### config.mk
export PLATFORM = sky130hd
export DESIGN_NAME = branch_history_predictor
export DESIGN_NICKNAME = d
export VERILOG_FILES = /design/src/rtl/branch_history_predictor.sv
export SDC_FILE = /design/constraint.sdc
export NUM_CORES = 1
export LEC_CHECK = 0
export BUFFER_PORTS_ARGS = -buffer_cell sky130_fd_sc_hd__buf_2
export CAP_MARGIN = 5
export CORE_MARGIN = 2
export CORE_UTILIZATION = 36
export DETAILED_ROUTE_END_ITERATION = 7
export PLACE_DENSITY = 0.52
export SYNTH_ARGS = -nofsm -noshare
export SYNTH_HDL_FRONTEND = slang
export SYNTH_SLANG_ARGS = --single-unit
### constraint.sdc
create_clock -name clk -period 5.1 [get_ports clk]
set_clock_uncertainty 0.15 [all_clocks]
set_input_delay 0.255 -clock clk [delete_from_list [all_inputs] [get_ports clk]]
set_output_delay 0.255 -clock clk [all_outputs]
set_load 0.005 [all_outputs]
### src/rtl/branch_history_predictor.sv
// Branch predictor: a table of 2-bit saturating counters plus a pc-relative target adder.
// Define GSHARE_EN to XOR a non-speculative global history into the table index (gshare).
module branch_history_predictor #(
    parameter int unsigned XLEN        = 32,
    parameter int unsigned PHT_ENTRIES = 64,
    parameter int unsigned GHR_BITS    = 6,
    localparam int unsigned IDX_BITS   = $clog2(PHT_ENTRIES)
) (
    input  logic                clk,
    input  logic                reset,
    input  logic [XLEN-1:0]     pc,
    input  logic [XLEN-1:0]     pc_next,
    input  logic [XLEN-1:0]     immediate,
    input  logic                jump,
    input  logic                branch,
    output logic [XLEN-1:0]     branch_target,
    output logic                branch_taken,
    output logic [IDX_BITS-1:0] predict_index,
    input  logic                update_valid,
    input  logic [IDX_BITS-1:0] update_index,
    input  logic                update_taken,
    output logic [GHR_BITS-1:0] ghr
);

    logic [IDX_BITS-1:0] base_index;
    logic [1:0]          pht_q [PHT_ENTRIES];
    logic [1:0]          upd_cnt;
    logic [1:0]          upd_next;

    // Word-aligned instructions: the two byte-offset bits carry no information.
    assign base_index    = pc[IDX_BITS+1:2];
    assign branch_target = pc_next + immediate;

    logic unused_pc;
    assign unused_pc = ^{pc[XLEN-1:IDX_BITS+2], pc[1:0]};

`ifdef GSHARE_EN
    logic [GHR_BITS-1:0] ghr_q;

    // History advances only on resolved branches, so it never needs repair.
    always_ff @(posedge clk or posedge reset) begin
        if (reset) begin
            ghr_q <= '0;
        end else if (update_valid) begin
            ghr_q <= (ghr_q << 1) | GHR_BITS'(update_taken);
        end
    end

    assign ghr           = ghr_q;
    assign predict_index = base_index ^ IDX_BITS'(ghr_q);
`else
    assign ghr           = '0;
    assign predict_index = base_index;
`endif

    always_comb begin
        upd_cnt  = pht_q[update_index];
        upd_next = upd_cnt;
        if (update_taken) begin
            if (upd_cnt != 2'd3) begin
                upd_next = upd_cnt + 2'd1;
            end
        end else begin
            if (upd_cnt != 2'd0) begin
                upd_next = upd_cnt - 2'd1;
            end
        end
    end

    // Same-index read and write in one cycle: the read sees the old counter.
    always_ff @(posedge clk or posedge reset) begin
        if (reset) begin
            for (int i = 0; i < PHT_ENTRIES; i++) begin
                pht_q[i] <= 2'd1;
            end
        end else if (update_valid) begin
            pht_q[update_index] <= upd_next;
        end
    end

    always_comb begin
        branch_taken = 1'b0;
        if (jump) begin
            branch_taken = 1'b1;
        end else if (branch) begin
            branch_taken = pht_q[predict_index][1];
        end
    end

endmodule
; ---- Word level (Yosys, flattened, before mapping)
; Index checks and enable logic that the tools add are counted.
[totals]
ff_bits = 128
inputBits = 108
out_inout_bits = 45
elab_cells = 89
[classes]
addsub = 3
magnitude_cmp = 3
n_eq_ne = 1
n_mux = 14
n_bitwise = 2
n_reduce_logical = 2
[ops]
columns = cell, n
row1 = $bwmux W128, 1
row2 = $add A32 B32 Y32, 1
row3 = $bmux W2 S6, 2
row4 = $mux W2, 8
row5 = $ge A7 B7 Y1 const B, 2
row6 = $not A6 Y7, 2
row7 = $demux W2 S6, 1
row8 = $lt A7 B1 Y1 const B, 1
row9 = $add A2 B1 Y2 const B, 1
row10 = $mux W1, 2
row11 = $ne A2 B2 Y1 const B, 1
row12 = $reduce_bool A2 Y1, 1
row13 = $sub A2 B1 Y2 const B, 1
row14 = $logic_and A1 B1 Y1, 1

; ---- Longest topological paths before layout
; Gate-level depths: netlist of the first run.
[logic_depth]
word_depth = 8
ltp_mapped = 11

; ---- Least setup slack after synthesis of the first run
; No wires, ideal clock.
[synth_timing]
path_type = in2out
from = input port pc[2]
to = output port branch_taken
t_arrival_ps = 2586
t_required_ps = 4695
slack_ps = 2109
cell_stages = 6
n_path_buf = 2
cell_sequence = clkbuf_1 -> buf_2 -> mux4_2 -> mux4_2 -> mux4_2 -> a21o_1
[synth_between]
elab_chain_cells = 6
[synth_rtl]
columns = item, line_no
row1 = start: declaration, 11  ; input logic [XLEN-1:0] pc,
row2 = $not A6 Y7 (not written as such), 86  ; branch_taken = pht_q[predict_index][1];
row3 = $bmux W2 S6, 86
row4 = $mux W2 (not written as such) (2 in a row), 86
row5 = $mux W1, 85  ; end else if (branch) begin
row6 = $mux W1, 83  ; if (jump) begin
row7 = end: declaration, 17  ; output logic branch_taken,
; Every way passes these cells. The select of a mux whose other input is x is not followed.

; ---- Worst setup path in the final report of the first run
[layout_timing]
from = input port pc_next[0]
to = output port branch_target[30]
[layout_between]
elab_chain_cells = 1
[layout_rtl]
columns = item, line_no
row1 = start: declaration, 12  ; input logic [XLEN-1:0] pc_next,
row2 = $add A32 B32 Y32, 32  ; assign branch_target = pc_next + immediate;
row3 = end: declaration, 16  ; output logic [XLEN-1:0] branch_target,
; Every way passes these cells.

==> run_results.csv, run 1 <==
group,metric,value,unit
run_status,status,"complete, no violations",
finish,multi_input_area,4967,um^2
finish,fin_area,9947,um^2
sta,final_hold_viol_count,0,
critical_path,crit_buf_inv,2,
critical_path,crit_family,"compound AO/OA/AOI/OAI gates",
clock_network,clk_pin_slew_worst_paths,0.05,ns
finish,drive_gt1_frac,0.3532,
sta,setup_tns,0,ns
placement,dpl_cell_area,9397,um^2
critical_path,critPathKind,"input pin to primary output",
routing,vias,6832,
worst_hold_path,holdCritPathClass,"input pin to flop",
synth,synthMuxAreaShare,0.2176,
synth,synth_area,8626,um^2
finish,fin_cells,1276,
finish,nNetsFinal,1084,
synth,synth_ff_type,"dfstp_2",
placement,io_buffer_count,120,
routing,drtIter0Drc,376,
finish,fill_cells,2314,
synth,synthesis.instances,847,
die,io_pins,153,
routing,first_pass_iters,5,
synth,synthAdderAreaFrac,0.05019,
sta,slew_headroom,0.2687,
synth,synth_area_per_cell,10.18,um^2
clock_network,cts_buffers,17,
critical_path,path_common_cell,"buf_2",
die,start_util,0.3675,
global_route,grt_usage,0.1901,
pwr,p_leak,4.258,nW
sta,finalCritPeriodShare,0.6893,
critical_path,arrival,3.11,ns
finish,antenna_cells,0,
finish,largest_register_ffs,128,
finish,regMostFlops,"pht_q",
synth,yosysWarnings,0,
synth,synthDistinctLibCells,66,
clock_network,clkSinkCount,128,
placement,post-dp-hpwl,16470,um
routing,route.detailed.drc,0,
pwr,p_per_area,328.6,nW/um^2
critical_path,cpMaxStageDelayCell,"o311ai_0",
critical_path,r2r_setup_slack,2.06,ns
synth,synth_top_family_by_area,"multiplexers",
clock_network,clk_latency,0.42,ns
die,dieArea,25210,um^2
sta,rsz0062_at_grt,"no",
global_route,grt_use_met3,0.03918,
critical_path,worstPathCellList,"buf_2, ha_1, fa_1, a21oi_1, o21ai_0, a32oi_1, a31oi_1, o311ai_0, a41oi_1, xor2_1, buf_2",
run,drv_cap,0,
die,chipHeight,158.8,um
synth,synth-simple-area-share,0.1323,
clock_network,cts_root_buffer,"clkbuf_16",
global_route,grt_start_max_net_pins,73,
die,num_rows,56,
pwr,p_total,3.268,mW
routing,antenna_left,0,
global_route,overflow,0,
critical_path,end_kind,"primary output",
sta,clock.fmax,284.4,MHz
clock_network,htreeDepth,4,
die,fp.dieW,158.8,um
sta,drv_slew,0,
synth,async_flop_share,1.000,
synth,synth_xor_xnor_area_share,0.02640,
routing,wire_per_inst,18.52,um
sta,worstMarginPinSlew,1.091,ns
sta,setup_violations,0,
finish,register_area,3283,um^2
worst_hold_path,min_from,"update_index[5]",
global_route,busiest_layer,"met2",
clock_network,clock_path_buffers,2,
synth,synth-edff-count,0,
global_route,grt_pass1_wl,37900,um
synth,yosysSeqAreaShare,0.3806,
global_route,grt_pass1_vias,6682,
synth,ys_ff_latch,128,
critical_path,crit_required,4.70,ns
finish,reg_top3,"pht_q x128",
routing,finalWirelength,23630,um
global_route,grtUsageMet1,0.2645,
die,core_area,23470,um^2
critical_path,startpoint,"pc_next[0]",
global_route,grt_util_met2,0.3033,
placement,routabilityCongestion,0.7893,
critical_path,max_stage_delay,0.58,ns
critical_path,r2r_start,"pht_q[97]",
critical_path,path_max_fanout,4,
pwr,peakVddDrop,0.2300,mV
clock_network,cts_tree,"done",
finish,area_delta_synth_final,15.32,%
synth,synth_compound_area_frac,0.1456,
routing,via_per_inst,5.354,
clock_network,cts_resized,0,
critical_path,cp-start-kind,"input pin",
sta,period_minus_slack,3.516,ns
placement,place_inst,1243,
sta,hold_ws,0.2873,ns
global_route,antenna_found_initial,0,
-- cells in the final DEF (no fill, tap or decap), types with 9 or more instances in the layout --
| cell type | netlist | final |
|---|---|---|
| ha_1 | 31 | 31 |
| clkbuf_16 | 0 | 17 |
| nand3_1 | 14 | 14 |
| mux2i_1 | 21 | 21 |
| mux4_2 | 39 | 39 |
| nand2_1 | 91 | 91 |
| a31oi_1 | 9 | 9 |
| nor3_1 | 11 | 9 |
| nand2b_1 | 9 | 9 |
| a21oi_1 | 67 | 67 |
| dfstp_2 | 64 | 64 |
| inv_1 | 16 | 15 |
| mux2_2 | 46 | 46 |
| buf_2 | 15 | 120 |
| mux2_4 | 18 | 18 |
| dfrtp_1 | 64 | 64 |
| xor2_1 | 12 | 12 |
| nor2_1 | 87 | 87 |
| xnor2_1 | 14 | 14 |
| o21ai_0 | 55 | 55 |
| a21o_1 | 15 | 15 |
-- through the flow --
step	utilization	worst slack [ns]
floorplan	-	1.388
global placement	0.4003	1.322
detailed placement	0.4003	1.252
CTS	0.4238	1.521
global route	0.4238	1.245
finish	0.4238	1.584
-- synthesized netlist by cell type, drive strengths merged (17+ instances only) --
cell type	n	area [um^2]
nor2	87	326.6
dfrtp	64	1602
ha	31	387.9
clkbuf	17	66.31
o21ai	55	275.3
nand2	91	341.6
inv	17	63.81
dfstp	64	1682
mux4	39	878.3
mux2	64	788.3
buf	40	274.0
a21oi	67	335.3
mux2i	21	210.2
-- worst paths after layout --
kind / end / cells past startpoint
worst max-delay path: branch_target[30] / 11
worst min-delay path: pht_q[43] / 5
worst max register to register: pht_q[45] / 8
worst min register to register: pht_q[107] / 2
max in group asynchronous: pht_q[39] / 4
min in group asynchronous: pht_q[79] / 4
-- repair_timing --
item / CTS / global route
setup buffers: 0 / 0
hold buffers: 1 / 0
hold endpoints to repair: 27 / 0
-- power breakdown --
| group | internal, mW | leakage [nW] | total [mW] | switching [mW] |
|---|---|---|---|---|
| Sequential | 1.23 | 1.51 | 1.33 | 0.0990 |
| Clock | 0.682 | 0.267 | 1.11 | 0.428 |
| Combinational | 0.398 | 2.48 | 0.825 | 0.427 |
-- cell families after synthesis --
group           Yosys count
xor+xnor                 26
buf+inv                  74
mux                     124
fa+ha+maj                34
compound gates          205
flops                   128
other cells               1
simple gates            255
-- routing by layer --
layer | wire (um) | part of all wire
met2 | 10940 | 0.46
met4 | 267 | 0.011
met1 | 11150 | 0.47
met3 | 1277 | 0.054
met5 | 0 | 0
-- worst register-to-register path, delay by kind of cell, from the launching register on --
| family | cells | cell delay [ns] |
|---|---|---|
| adder cells (fa/ha/maj) | 1 | 0.52 |
| multiplexers | 2 | 0.62 |
| flip-flops | 1 | 0.39 |
| AO/OA/AOI/OAI | 3 | 0.74 |
| buffers and inverters | 1 | 0.29 |
| AND/OR/NAND/NOR | 1 | 0.20 |
-- layout make-up --
cell class	count	share of cell area
well taps	319	0.04013
flip-flops and latches	128	0.3301
repair buffers	130	0.06943
clock inverters	5	0.002767
clock buffers	27	0.05157
multi-input cells	650	0.4994
inverters	17	0.006667
(Power assumes the default switching activity.)
==> run 2, diff against run 1 <==
--- a/config.mk
+++ b/config.mk
@@ -10,7 +10,7 @@
 export CORE_MARGIN = 2
 export CORE_UTILIZATION = 36
 export DETAILED_ROUTE_END_ITERATION = 7
-export PLACE_DENSITY = 0.52
+export PLACE_DENSITY = 0.55
 export SYNTH_ARGS = -nofsm -noshare
 export SYNTH_HDL_FRONTEND = slang
 export SYNTH_SLANG_ARGS = --single-unit
==> constraint.sdc (replaced) <==
create_clock -name clk -period 3.1 [get_ports clk]
set_clock_uncertainty 0.15 [all_clocks]
set_input_delay 0.155 -clock clk [delete_from_list [all_inputs] [get_ports clk]]
set_output_delay 0.155 -clock clk [all_outputs]
set_load 0.005 [all_outputs]
==> run 2 against run 1 <==
Die area is the same. Critical endpoint is now branch_taken. Non-clock buffer count grew 31. Clock-buffer cell count shrank 2. Register-to-register slack lost 1.7 ns.
==> run_results.csv, run 2 (synthesis results as in run 1) <==
group,metric,value,unit
run_status,status,"complete, no violations",
critical_path,end_kind,"primary output",
finish,layout_commonest_cell,"buf_2",
finish,regMostFlops,"pht_q",
routing,drtIter0Drc,452,
placement,post-dp-hpwl,17100,um
clock_network,clk_latency,0.42,ns
routing,via_per_inst,5.298,
clock_network,clock_path_buffers,2,
critical_path,crit_required,2.79,ns
routing,vias,6919,
sta,drv_slew,0,
worst_hold_path,holdCritPathClass,"input pin to flop",
placement,io_buffer_count,120,
clock_network,clk_pin_slew_worst_paths,0.06,ns
critical_path,critPathKind,"flop to primary output",
global_route,grt_use_met3,0.04389,
clock_network,htreeDepth,4,
die,core_area,23470,um^2
clock_network,cts_buffers,17,
finish,final_cell_mix,"buf_2, nand2_1, nor2_1, a21oi_1",
global_route,grt_util_met2,0.2973,
routing,first_pass_iters,5,
sta,slew_headroom,0.5231,
critical_path,cpMaxStageDelayCell,"mux4_2",
critical_path,crit_family,"multiplexers",
placement,place_ws,0.03366,ns
global_route,busiest_layer,"met2",
global_route,grtUsageMet1,0.2554,
sta,fin_ws,0.1342,ns
critical_path,max_stage_delay,0.54,ns
die,fp.dieW,158.8,um
clock_network,cts_root_buffer,"clkbuf_16",
global_route,grt_pass1_vias,6818,
run,drv_cap,0,
routing,wire_per_inst,17.93,um
finish,antenna_cells,0,
clock_network,cts_tree,"done",
die,num_rows,56,
sta,worstMarginPinSlew,0.7138,ns
die,dieArea,25210,um^2
clock_network,clkSinkCount,128,
critical_path,path_max_fanout,3,
routing,antenna_left,0,
finish,fill_cells,2235,
critical_path,crit_buf_inv,1,
global_route,grt_usage,0.1862,
pwr,peakVddDrop,0.3810,mV
critical_path,arrival,2.66,ns
finish,reg_top3,"pht_q x128",
critical_path,path_common_cell,"mux4_2",
die,chipHeight,158.8,um
placement,place_inst,1271,
global_route,antenna_found_initial,0,
die,io_pins,153,
sta,period_minus_slack,2.966,ns
sta,finalCritPeriodShare,0.9567,
finish,largest_register_ffs,128,
die,start_util,0.3675,
global_route,grt_start_max_net_pins,67,
routing,finalWirelength,23410,um
critical_path,worstPathCellList,"mux4_2, mux4_2, mux4_2, a21o_1, buf_2",
finish,area_delta_synth_final,19.23,%
pwr,p_leak,4.437,nW
critical_path,cp-start-kind,"flop",
pwr,p_per_area,533.0,nW/um^2
finish,drive_gt1_frac,0.3739,
placement,routabilityCongestion,0.8350,
sta,clock.fmax,337.2,MHz
global_route,overflow,0,
finish,nNetsFinal,1115,
global_route,grt_pass1_wl,37400,um
sta,final_hold_viol_count,0,
finish,fin_cells,1306,
routing,route.detailed.drc,0,
sta,setup_violations,0,
## run 2: cell types whose count changed in the layout (fill, tap and decap cells not counted), moves of 2 or more
cell,before,now
nor3_2,3,1
nor3_1,9,11
buf_4,8,31
buf_12,1,9
clkbuf_8,5,3
## run 2: worst paths after layout
| kind | start | to | slack (ns) | depth (start not counted) |
|---|---|---|---|---|
| worst max-delay path | pht_q[27] | branch_taken | 0.13 | 5 |
| worst min-delay path | update_valid | pht_q[45] | 0.13 | 5 |
| worst max register to register | pht_q[97] | pht_q[52] | 0.32 | 8 |
| worst min register to register | pht_q[7] | pht_q[7] | 0.35 | 2 |
| max in group asynchronous | reset | pht_q[28] | 1.67 | 4 |
| min in group asynchronous | reset | pht_q[117] | 0.26 | 3 |
## run 2: cell type report
cell class,instances,area (um^2),share of cell area
multi-input combinational,650,4969,0.4831
sequential,128,3283,0.3192
timing repair buffer,161,1023,0.09951
clock buffer,25,485.5,0.04720
tap,319,399.1,0.03881
inverter,17,67.56,0.006569
clock inverter,6,57.56,0.005596
## run 2: worst register-to-register path: stages, from the launching register on
cell and delay [ns]:
dfrtp_1 0.39, mux4_2 0.47, mux2i_1 0.16, o211ai_1 0.15, a2111oi_2 0.41, nand2_1 0.11, maj3_4 0.37, buf_4 0.21
mux2_2 0.28
## run 2: per-stage QoR
step                power [mW]  setup TNS (ns)  utilization  area, um^2  hold slack (ns)
floorplan                3.172               0            -        8648           0.2328
global placement         3.619        -0.01539       0.4132        9698           0.1695
detailed placement       3.639               0       0.4132        9698           0.1634
CTS                      5.524               0       0.4367       10250           0.1040
global route             5.781        -0.01247       0.4382       10280           0.1926
finish                   5.482               0       0.4382       10280           0.1336
## run 2: timing repair
action / in CTS / in global routing
resized for setup: 0 / 5
hold endpoints to repair: 12 / 0
buffers inserted: 0 / 3
hold buffers: 1 / 0
endpoints found under the setup margin: 0 / 5
## run 2: power by group
group / internal (mW) / switching, mW
logic: 0.714 / 0.711
registers: 2.03 / 0.170
clock network: 1.16 / 0.702
## run 2: per-layer routing
layer	wire length, um	up-vias
li1	-	3339
met1	10720	3308
met2	10950	252
met3	1532	20
met4	220	0
met5	0	-
